--- src/rtl/tv80_env_pkg.sv ---
// ---------------------------------------------------------------------------
// tv80_env_pkg
// Shared definitions for the TV80 test-environment memory controller:
//   - state_t      : controller state encoding (IDLE, WAIT, ACCESS, HOLD)
//   - ERR_CNT_MAX  : saturation value of the blocked-write counter
// ---------------------------------------------------------------------------
package tv80_env_pkg;

    typedef enum logic [1:0] {
        ST_IDLE   = 2'd0,
        ST_WAIT   = 2'd1,
        ST_ACCESS = 2'd2,
        ST_HOLD   = 2'd3
    } state_t;

    localparam logic [7:0] ERR_CNT_MAX = 8'd255;

endpackage

--- src/rtl/tv80_memctl_wait_cnt.sv ---
// ---------------------------------------------------------------------------
// tv80_wait_cnt
// Loadable down-counter with a zero flag. Used to time wait states.
// Ports:
//   i_clk, i_rst_n  clock, asynchronous active-low reset
//   i_load          load i_load_val (has priority over i_dec)
//   i_load_val      value to load
//   i_dec           decrement by one; holds at zero
//   o_zero          count is zero
// ---------------------------------------------------------------------------
module tv80_wait_cnt
    import tv80_env_pkg::*;
#(
    parameter int W = 3
) (
    input  logic         i_clk,
    input  logic         i_rst_n,
    input  logic         i_load,
    input  logic [W-1:0] i_load_val,
    input  logic         i_dec,
    output logic         o_zero
);

    logic [W-1:0] r_cnt;

    always_ff @(posedge i_clk or negedge i_rst_n) begin
        if (!i_rst_n) begin
            r_cnt <= '0;
        end else if (i_load) begin
            r_cnt <= i_load_val;
        end else if (i_dec && r_cnt != '0) begin
            r_cnt <= r_cnt - W'(1);
        end
    end

    assign o_zero = (r_cnt == '0);

endmodule

--- src/rtl/tv80_memctl.sv ---
// ---------------------------------------------------------------------------
// tv80_memctl
// Region-decoding memory controller for the TV80 test environment. Splits
// the address space into NREG regions (top log2(NREG) address bits), adds a
// per-region number of wait states, and produces level read selects and
// one-cycle write strobes. Writes to read-only regions are blocked, flagged
// (sticky ro_err) and counted (saturating err_cnt).
//
// Ports:
//   clk, reset_n                 clock, asynchronous active-low reset
//   mreq_n rd_n wr_n rfsh_n iorq_n   CPU bus strobes
//   A          [ADDR_W]          CPU address
//   wait_cfg   [NREG*WAIT_W]     wait states, region r at [r*WAIT_W +: WAIT_W]
//   ro_mask    [NREG]            read-only region mask
//   err_clr                      synchronous clear of ro_err / err_cnt
//   rd_cs      [NREG]            one-hot read select (held while rd_n low)
//   wr_cs      [NREG]            one-hot write strobe, one cycle wide
//   wait_n                       wait request to the CPU, active low
//   ro_err                       sticky blocked-write flag
//   err_cnt    [8]               blocked-write count, saturating
//
// Build option: TV80_MEMCTL_IO_WAIT_EN -- I/O read/write cycles get one wait
// state (no select). Without it iorq_n is ignored.
// ---------------------------------------------------------------------------
module tv80_memctl
    import tv80_env_pkg::*;
#(
    parameter int ADDR_W = 16,
    parameter int DATA_W = 8,
    parameter int NREG   = 4,
    parameter int WAIT_W = 3
) (
    input  logic                     clk,
    input  logic                     reset_n,
    input  logic                     mreq_n,
    input  logic                     rd_n,
    input  logic                     wr_n,
    input  logic                     rfsh_n,
    input  logic                     iorq_n,
    input  logic [ADDR_W-1:0]        A,
    input  logic [NREG*WAIT_W-1:0]   wait_cfg,
    input  logic [NREG-1:0]          ro_mask,
    input  logic                     err_clr,
    output logic [NREG-1:0]          rd_cs,
    output logic [NREG-1:0]          wr_cs,
    output logic                     wait_n,
    output logic                     ro_err,
    output logic [7:0]               err_cnt
);

    localparam int RB = $clog2(NREG);

    if (NREG < 2 || NREG > 16 || (NREG & (NREG - 1)) != 0 || DATA_W < 1) begin : g_bad_cfg
        $error("tv80_memctl: NREG must be a power of two in 2..16");
    end

    // ---------------- decode of the current bus cycle ----------------
    logic [RB-1:0]     w_reg;
    logic [WAIT_W-1:0] w_wcfg;
    logic              w_ro;
    logic [NREG-1:0]   w_sel_now;
    logic              w_mem_req;
    logic              w_io_req;
    logic              w_unused;

    assign w_reg     = A[ADDR_W-1 -: RB];
    assign w_wcfg    = wait_cfg[int'(w_reg)*WAIT_W +: WAIT_W];
    assign w_ro      = ro_mask[w_reg];
    assign w_sel_now = NREG'(1) << w_reg;
    // Refresh cycles are excluded here, so they can never start a cycle.
    assign w_mem_req = !mreq_n && rfsh_n && (!rd_n || !wr_n);

`ifdef TV80_MEMCTL_IO_WAIT_EN
    // Interrupt acknowledge has rd_n = wr_n = 1 and is ignored by this term.
    assign w_io_req  = !iorq_n && mreq_n && (!rd_n || !wr_n);
`else
    assign w_io_req  = 1'b0;
`endif

    assign w_unused = ^{A[ADDR_W-RB-1:0], iorq_n};

    // ---------------- latched cycle attributes ----------------
    state_t          r_state;
    logic [RB-1:0]   r_reg;
    logic            r_rd;
    logic            r_ro;
    logic            r_io;
    logic [NREG-1:0] r_rd_cs;
    logic [NREG-1:0] r_wr_cs;
    logic            r_wait_n;
    logic            r_ro_err;
    logic [7:0]      r_err_cnt;

    logic [NREG-1:0] w_sel_lat;
    logic            w_abort;
    logic            w_release;

    assign w_sel_lat = NREG'(1) << r_reg;
    // A waiting cycle is abandoned if its strobes go away.
    assign w_abort   = (r_io ? iorq_n : mreq_n) || (rd_n && wr_n);
    assign w_release = r_io ? iorq_n : mreq_n;

    // ---------------- wait-state counter ----------------
    // The counter holds the number of wait cycles still to come after the
    // current one, so it is loaded with W-1 and the exit to ACCESS happens
    // on the edge where it already reads zero: wait_n is then low W clocks.
    logic              w_cnt_load;
    logic [WAIT_W-1:0] w_cnt_val;
    logic              w_cnt_dec;
    logic              w_cnt_zero;

    assign w_cnt_load = (r_state == ST_IDLE) &&
                        (w_io_req || (w_mem_req && w_wcfg != '0));
    assign w_cnt_val  = w_io_req ? '0 : w_wcfg - WAIT_W'(1);
    assign w_cnt_dec  = (r_state == ST_WAIT);

    tv80_wait_cnt #(.W(WAIT_W)) u_wait_cnt (
        .i_clk      (clk),
        .i_rst_n    (reset_n),
        .i_load     (w_cnt_load),
        .i_load_val (w_cnt_val),
        .i_dec      (w_cnt_dec),
        .o_zero     (w_cnt_zero)
    );

    // ---------------- entry into ACCESS ----------------
    // ACCESS is entered either straight from IDLE (W=0, using the live
    // decode) or from WAIT (using the latched attributes).
    logic            w_go_acc;
    logic            w_acc_rd;
    logic            w_acc_ro;
    logic            w_acc_io;
    logic [NREG-1:0] w_acc_sel;
    logic            w_block;

    always_comb begin
        w_go_acc  = 1'b0;
        w_acc_rd  = r_rd;
        w_acc_ro  = r_ro;
        w_acc_io  = r_io;
        w_acc_sel = w_sel_lat;
        if (r_state == ST_IDLE && w_mem_req && w_wcfg == '0) begin
            w_go_acc  = 1'b1;
            w_acc_rd  = !rd_n;
            w_acc_ro  = w_ro;
            w_acc_io  = 1'b0;
            w_acc_sel = w_sel_now;
        end else if (r_state == ST_WAIT && !w_abort && w_cnt_zero) begin
            w_go_acc  = 1'b1;
        end
    end

    assign w_block = w_go_acc && !w_acc_rd && w_acc_ro && !w_acc_io;

    // ---------------- controller FSM ----------------
    always_ff @(posedge clk or negedge reset_n) begin
        if (!reset_n) begin
            r_state  <= ST_IDLE;
            r_reg    <= '0;
            r_rd     <= 1'b0;
            r_ro     <= 1'b0;
            r_io     <= 1'b0;
            r_rd_cs  <= '0;
            r_wr_cs  <= '0;
            r_wait_n <= 1'b1;
        end else begin
            r_wr_cs <= '0;
            // Region, direction and read-only bit are frozen at sampling, so
            // later wait_cfg / ro_mask changes do not touch this cycle.
            if (r_state == ST_IDLE && (w_mem_req || w_io_req)) begin
                r_reg <= w_reg;
                r_rd  <= !rd_n;
                r_ro  <= w_ro;
                r_io  <= w_io_req;
            end
            if (w_go_acc) begin
                r_state  <= ST_ACCESS;
                r_wait_n <= 1'b1;
                r_rd_cs  <= (w_acc_rd && !w_acc_io) ? w_acc_sel : '0;
                r_wr_cs  <= (!w_acc_rd && !w_acc_ro && !w_acc_io) ? w_acc_sel : '0;
            end else begin
                case (r_state)
                    ST_IDLE: begin
                        r_rd_cs <= '0;
                        if (w_cnt_load) begin
                            r_wait_n <= 1'b0;
                            r_state  <= ST_WAIT;
                        end
                    end
                    ST_WAIT: begin
                        if (w_abort) begin
                            r_wait_n <= 1'b1;
                            r_state  <= ST_IDLE;
                        end
                    end
                    ST_ACCESS: begin
                        r_rd_cs <= (r_rd && !r_io && !rd_n) ? w_sel_lat : '0;
                        r_state <= ST_HOLD;
                    end
                    ST_HOLD: begin
                        if (w_release) begin
                            r_rd_cs <= '0;
                            r_state <= ST_IDLE;
                        end else begin
                            r_rd_cs <= (r_rd && !r_io && !rd_n) ? w_sel_lat : '0;
                        end
                    end
                    default: r_state <= ST_IDLE;
                endcase
            end
        end
    end

    // ---------------- blocked-write bookkeeping ----------------
    // err_clr has priority over a blocked write on the same edge.
    always_ff @(posedge clk or negedge reset_n) begin
        if (!reset_n) begin
            r_ro_err  <= 1'b0;
            r_err_cnt <= '0;
        end else if (err_clr) begin
            r_ro_err  <= 1'b0;
            r_err_cnt <= '0;
        end else if (w_block) begin
            r_ro_err <= 1'b1;
            if (r_err_cnt != ERR_CNT_MAX) r_err_cnt <= r_err_cnt + 8'd1;
        end
    end

    assign rd_cs   = r_rd_cs;
    assign wr_cs   = r_wr_cs;
    assign wait_n  = r_wait_n;
    assign ro_err  = r_ro_err;
    assign err_cnt = r_err_cnt;

endmodule

--- config.mk ---
export PLATFORM = sky130hd
export DESIGN_NAME = tv80_memctl
export DESIGN_NICKNAME = d
export VERILOG_FILES = /design/src/rtl/tv80_env_pkg.sv /design/src/rtl/tv80_memctl_wait_cnt.sv /design/src/rtl/tv80_memctl.sv
export SDC_FILE = /design/constraint.sdc
export NUM_CORES = 1
export LEC_CHECK = 0
export CELL_PAD_IN_SITES_DETAIL_PLACEMENT = 1
export CELL_PAD_IN_SITES_GLOBAL_PLACEMENT = 2
export CORE_ASPECT_RATIO = 2
export CORE_MARGIN = 5
export CORE_UTILIZATION = 27
export DETAILED_ROUTE_END_ITERATION = 10
export HOLD_SLACK_MARGIN = 0.06
export PLACE_DENSITY = 0.82
export RECOVER_POWER = 25
export REMOVE_ABC_BUFFERS = 1
export SLEW_MARGIN = 25
export SYNTH_ARGS = -nofsm -noshare
export SYNTH_HDL_FRONTEND = slang
export SYNTH_SLANG_ARGS = --single-unit
--- constraint.sdc ---
create_clock -name clk -period 3 [get_ports clk]
set_input_delay 0.6 -clock clk [delete_from_list [all_inputs] [get_ports clk]]
set_output_delay 0.6 -clock clk [all_outputs]
set_load 0.05 [all_outputs]
## Word level (Yosys, flattened, before mapping)

Cells that the tools add are included.

| operators by class | value |
|---|---|
| add/sub/neg operators | 3 |
| multipliers | 1 |
| divide/modulo/power cells | 0 |
| $lt $le $gt $ge | 1 |
| equal/unequal tests | 7 |
| shifts and indexed selects | 3 |
| muxes and demuxes | 30 |
| bitwise logic cells | 0 |
| reduce and logical (&&, ||, !) cells | 35 |

Operator list:

| cell | number |
|---|---|
| 4-bit 2-to-1 mux | 7 |
| 8-bit 2-to-1 mux | 3 |
| 1-bit logical AND | 14 |
| 4-bit case mux with 3 select lines | 1 |
| 12-bit by 5-bit variable part select with 3-bit output | 1 |
| 1-bit 2-to-1 mux | 10 |
| 3-bit nonzero test | 3 |
| 8-bit by 1-bit adder with 8-bit output, second input constant | 1 |
| 2-bit 2-to-1 mux | 4 |
| 8-bit inequality test, second input constant | 1 |
| 2-bit case mux with 4 select lines | 1 |
| 1-bit by 2-bit << shifter with 4-bit output, first input constant | 2 |
| 1-bit logical NOT | 6 |
| 3-bit logical NOT | 2 |
| 3-bit 2-to-1 mux | 2 |
| 3-bit inequality test, second input constant | 2 |
| 3-bit AND reduction | 2 |
| 2-bit nonzero test | 3 |
| 3-bit by 1-bit subtractor with 3-bit output, second input constant | 2 |
| 2-bit == test, second input constant | 2 |
| 2-bit by 2-bit multiplier with 4-bit output, second input constant | 1 |
| 4-bit nonzero test | 1 |
| 2-bit by 3-bit < comparator with 1-bit output, second input constant | 1 |
| 3-bit by 2-bit inequality test with 1-bit output, second input constant | 1 |
| 6 further kinds | 7 |

| word-level totals | value |
|---|---|
| register bits | 27 |
| bits in latches | 0 |
| RAM bits | 0 |
| ROM bits | 0 |
| input bits | 40 |
| output and inout bits | 18 |
| logic and storage cells | 90 |
| memories | 0 |

## Longest topological paths before layout

| depth | value |
|---|---|
| word-level depth | 11 |
| depth in mapped cells | 10 |
| mapped depth without buffers | 9 |

## Hierarchy

A second synthesis with hierarchy kept.

| second synthesis, totals | value |
|---|---|
| cells, all modules | 178 |
| area, all modules | 1719.1 µm² |

By module, submodules not included:

| module | instances | cells each | area each (µm²) | sequential area each (µm²) |
|---|---|---|---|---|
| tv80_memctl | 1 | 159 | 1529.0 | 601.8 |
| tv80_wait_cnt | 1 | 19 | 190.2 | 75.1 |

## Least setup slack after synthesis

OpenSTA, ideal clock, no wires.

| path | value |
|---|---|
| kind | input -> register |
| start | input port A[14] |
| end | register u_wait_cnt.r_cnt[1] |
| setup time | 120 ps |
| data arrival time | 2376 ps |
| required time | 2880 ps |
| path slack | 504 ps |
| stages | 7 |
| buffers on the path | 0 |
| cells stage by stage | mux4_1 > or3_4 > nand2_1 > a22oi_1 > ha_1 > a21oi_1 > a31o_2 |

| between the ends | value |
|---|---|
| word-level cells in the longest chain between the ends | 6 |
| elaborated cells on any way between the ends | 8 |
| classes of those cells | 1 x add/sub; 1 x mul; 1 x shift; 1 x mux; 4 x reduce/logical |

RTL lines:

| element | line | text |
|---|---|---|
| start: declaration | tv80_memctl.sv:40 | `input logic [ADDR_W-1:0] A,` |
| 2-bit by 2-bit multiplier with 4-bit output (*) | tv80_memctl.sv:67 | `assign w_wcfg = wait_cfg[int'(w_reg)*WAIT_W +: WAIT_W];` |
| 12-bit by 5-bit variable part select with 3-bit output (*) | tv80_memctl.sv:67 |  |
| branches (longest 4 deep; another with 3-bit by 1-bit subtractor with 3-bit output) | -- |  |
| end signal: assignment | tv80_memctl_wait_cnt.sv:30 | `r_cnt <= i_load_val;` |
| end signal: assignment | tv80_memctl_wait_cnt.sv:32 | `r_cnt <= r_cnt - W'(1);` |
| end: declaration | tv80_memctl_wait_cnt.sv:24 | `logic [W-1:0] r_cnt;` |

Every way passes the cells marked *.
A chain may end at the register's enable or synchronous reset.

## Worst setup path after layout

| path | value |
|---|---|
| start | input port A[14] |
| end | register r_err_cnt[0], in the netlist err_cnt[0] |

| between the ends | value |
|---|---|
| word-level cells in the longest chain between the ends | 10 |
| elaborated cells on any way between the ends | 14 |
| classes of those cells | 1 x mul; 1 x shift; 5 x mux; 7 x reduce/logical |

RTL lines:

| element | line | text |
|---|---|---|
| 2-bit by 2-bit multiplier with 4-bit output | tv80_memctl.sv:67 |  |
| 12-bit by 5-bit variable part select with 3-bit output | tv80_memctl.sv:67 |  |
| 3-bit logical NOT | tv80_memctl.sv:142 | `if (r_state == ST_IDLE && w_mem_req && w_wcfg == '0) begin` |
| 1-bit logical AND | tv80_memctl.sv:142 |  |
| 1-bit 2-to-1 mux | tv80_memctl.sv:142 |  |
| 1-bit logical NOT | tv80_memctl.sv:153 | `assign w_block = w_go_acc && !w_acc_rd && w_acc_ro && !w_acc_io;` |
| 1-bit logical AND | tv80_memctl.sv:153 |  |
| 1-bit logical AND (*) | tv80_memctl.sv:153 |  |
| 2-bit nonzero test (no line) (*) | -- |  |
| 2-bit AND reduction (no line) (*) | -- |  |
| end signal: assignment | tv80_memctl.sv:225 | `if (r_err_cnt != ERR_CNT_MAX) r_err_cnt <= r_err_cnt + 8'd1;` |
| end: declaration | tv80_memctl.sv:92 | `logic [7:0] r_err_cnt;` |

Mark *: on every way between the ends. The rest lies on a longest branch, timed or not. The select of a mux whose other input is x is not followed.

==> qor.yml <==
final_area_um2: 2420
htreeDepth: 1
powerDensity_nw_per_um2: 566
ys_ff_latch: 27
setup_viol: 0
dp_slack_ns: -0.143
hold_depth: 2
port_buffers: 42
grt_pass1_vias: 1831
crit_arrival_ns: 3.00
dpl-instance-area_um2: 2350
violations: "max-capacitance violations, max-slew violations"
dr.pass1.iters: 4
relSlewSlack: -0.0599
maxSlewViolCount: 28
holdPathEnd: "r_ro"
antenna_found_initial: 0
start_util: 0.275
totalWireLength_um: 5160
cts_hold_buf: 0
die_h_um: 123
synthesis.area_um2: 1720
drt_iter0_markers: 69
route.detailed.drc: 0
largest_reg_flops: 8
finalClockSkew_ns: 0.00208
cts_resized: 0
synth_warnings: 0
post-cts-setup-buffers: 0
synth-seq-area-share: 0.394
drive_above_1_share: 0.138
hpwlAfterDp_um: 4130
grt_max_degree: 28
cp-startpoint: "A[14]"
routedWlPerCell_um: 15.9
max_cap_violations: 1
hp-class: "register to register"
async_flop_share: 1.00
numCtsBuffers: 3
crit_path_end_kind: "register"
worst_pin_slew_ns: 1.59
worst_setup_path_start_kind: "primary input"
core_area_um2: 6260
worstReg2RegEnd: "wr_cs[0]"
crit_fanout: 4
placementRows: 41
hold_start: "r_ro"
status: "complete, but fails checks"
design.die.area_um2: 8160
fin_crit_sh: 0.949
worstPathRequired_ns: 3.16
cts_tree: "done"
avgViaCountPerCell: 5.05
nNetsFinal: 286
worst_skew_pair.late_latency_ns: 0.27
detail-route-antenna-nets: 0
ys_types: 54
synthCells: 179
synth_ff_type: "dfrtp_1"
grt_setup_unrepaired: "false"
min_period_ns: 2.85
timing.fmax_ghz: 0.351
root_buffer: "clkbuf_16"
hold-worst-slack_ns: 0.516
r2r-start: "r_state[1]"
overflow: 0
pin_count: 58
hold_viol: 0
grt_pass1_wl_um: 8500
syn_avg_cell_area_um2: 9.60
die_w_um: 66.4
diodes: 0
leakagePower_nw: 1.02
ff2ff_path_depth: 7
ir_drop_mv: 0.209
clk_pin_slew_ns: 0.07
globalplace.congestion: 0.869
power_mw: 1.37
vias: 1642
worstSetupPathType: "primary input to register"
worst_slack_ns: 0.154
synth_edf_count: 0
synthToLayoutAreaGrowth_pct: 40.9
rrSetupSlack_ns: 0.62
clockBufferDepth: 2
clock-sinks: 27
tns_ns: 0
grt_usage: 0.137
## area by class of cell
type | count | area [um^2]
Clock buffer | 3 | 75.1
Tap cell | 86 | 108
Inverter | 10 | 37.5
Fill cell | 766 | 3840
Multi-Input combinational cell | 138 | 968
Timing Repair Buffer | 60 | 552
Clock inverter | 1 | 5.00
Sequential cell | 27 | 677
## synth_stat cells (2+ instances only)
cell / n / area share
a21o_1: 2 / 0.0087
a21oi_1: 12 / 0.035
a32oi_1: 4 / 0.020
and2_1: 2 / 0.0073
and3_1: 2 / 0.0073
buf_6: 2 / 0.013
dfrtp_1: 26 / 0.38
ha_1: 6 / 0.044
inv_1: 10 / 0.022
mux2_1: 5 / 0.033
mux2i_1: 2 / 0.012
mux4_1: 2 / 0.031
mux4_2: 2 / 0.026
nand2_1: 20 / 0.044
nand2b_1: 4 / 0.015
nand3_1: 8 / 0.023
nand4_1: 3 / 0.011
nor2_1: 14 / 0.031
nor2b_1: 4 / 0.015
o21ai_0: 6 / 0.017
o22ai_1: 3 / 0.011
o41ai_1: 3 / 0.015
or3_1: 3 / 0.011
or4_1: 4 / 0.017
## metal layers
| layer | GRT usage | vias to the layer above | share of wire |
|---|---|---|---|
| met5 | 0 | - | 0 |
| met4 | 0.0598 | 0 | 0.022 |
| met3 | 0.0137 | 7 | 0.032 |
| met2 | 0.263 | 34 | 0.56 |
| met1 | 0.145 | 819 | 0.39 |
| li1 | - | 782 | - |
## worst max-delay path: stages
cell,delay (ns)
clkdlybuf4s50_1,0.57
mux4_1,0.65
or3_4,0.44
buf_4,0.15
o211ai_2,0.16
nand2_1,0.11
mux2_1,0.32
## power by group
| group | switching (mW) | internal [mW] | total (mW) | leakage [nW] |
|---|---|---|---|---|
| combinational | 0.309 | 0.230 | 0.539 | 0.616 |
| clock | 0.138 | 0.181 | 0.319 | 0.0409 |
| sequential | 0.0703 | 0.444 | 0.514 | 0.359 |
| total | 0.518 | 0.855 | 1.37 | 1.02 |
## worst max path at each step
stage | to | slack (ns) | depth (start not counted)
floorplan | u_wait_cnt.r_cnt[1] | 0.50 | 7
global placement | u_wait_cnt.r_cnt[1] | -0.11 | 8
detailed placement | err_cnt[0] | -0.14 | 7
CTS | err_cnt[0] | 0.15 | 7
global route | err_cnt[0] | 0.03 | 7
finish | err_cnt[0] | 0.15 | 7
## placed cells by master, fill, tap and decap left out, drive strengths merged, types with 6 or more instances in the layout
master         netlist  final
inv                 10     10
nand2               20     20
ha                   6      6
o21ai                7      7
dfrtp               26     26
mux2                 6      6
a21oi               12     12
nand3                8      8
nor2                15     15
clkdlybuf4s50        0     41
buf                  2     17
## per-stage QoR
stage                     std cells  utilization
after CTS                       325        0.388
after global placement          321        0.375
after floorplan                 175            -
after global routing            325        0.387
after detailed placement        321        0.375
final                           325        0.387
## kinds of logic after synthesis
group,after synthesis,synth area share
multiplexers,12,0.108
buffers and inverters,14,0.0429
adder cells (fa/ha/maj),6,0.0437
flip-flops,27,0.394
AO/OA/AOI/OAI,45,0.180
AND/OR/NAND/NOR,75,0.232
No activity file was read; power rests on OpenSTA's default activity.
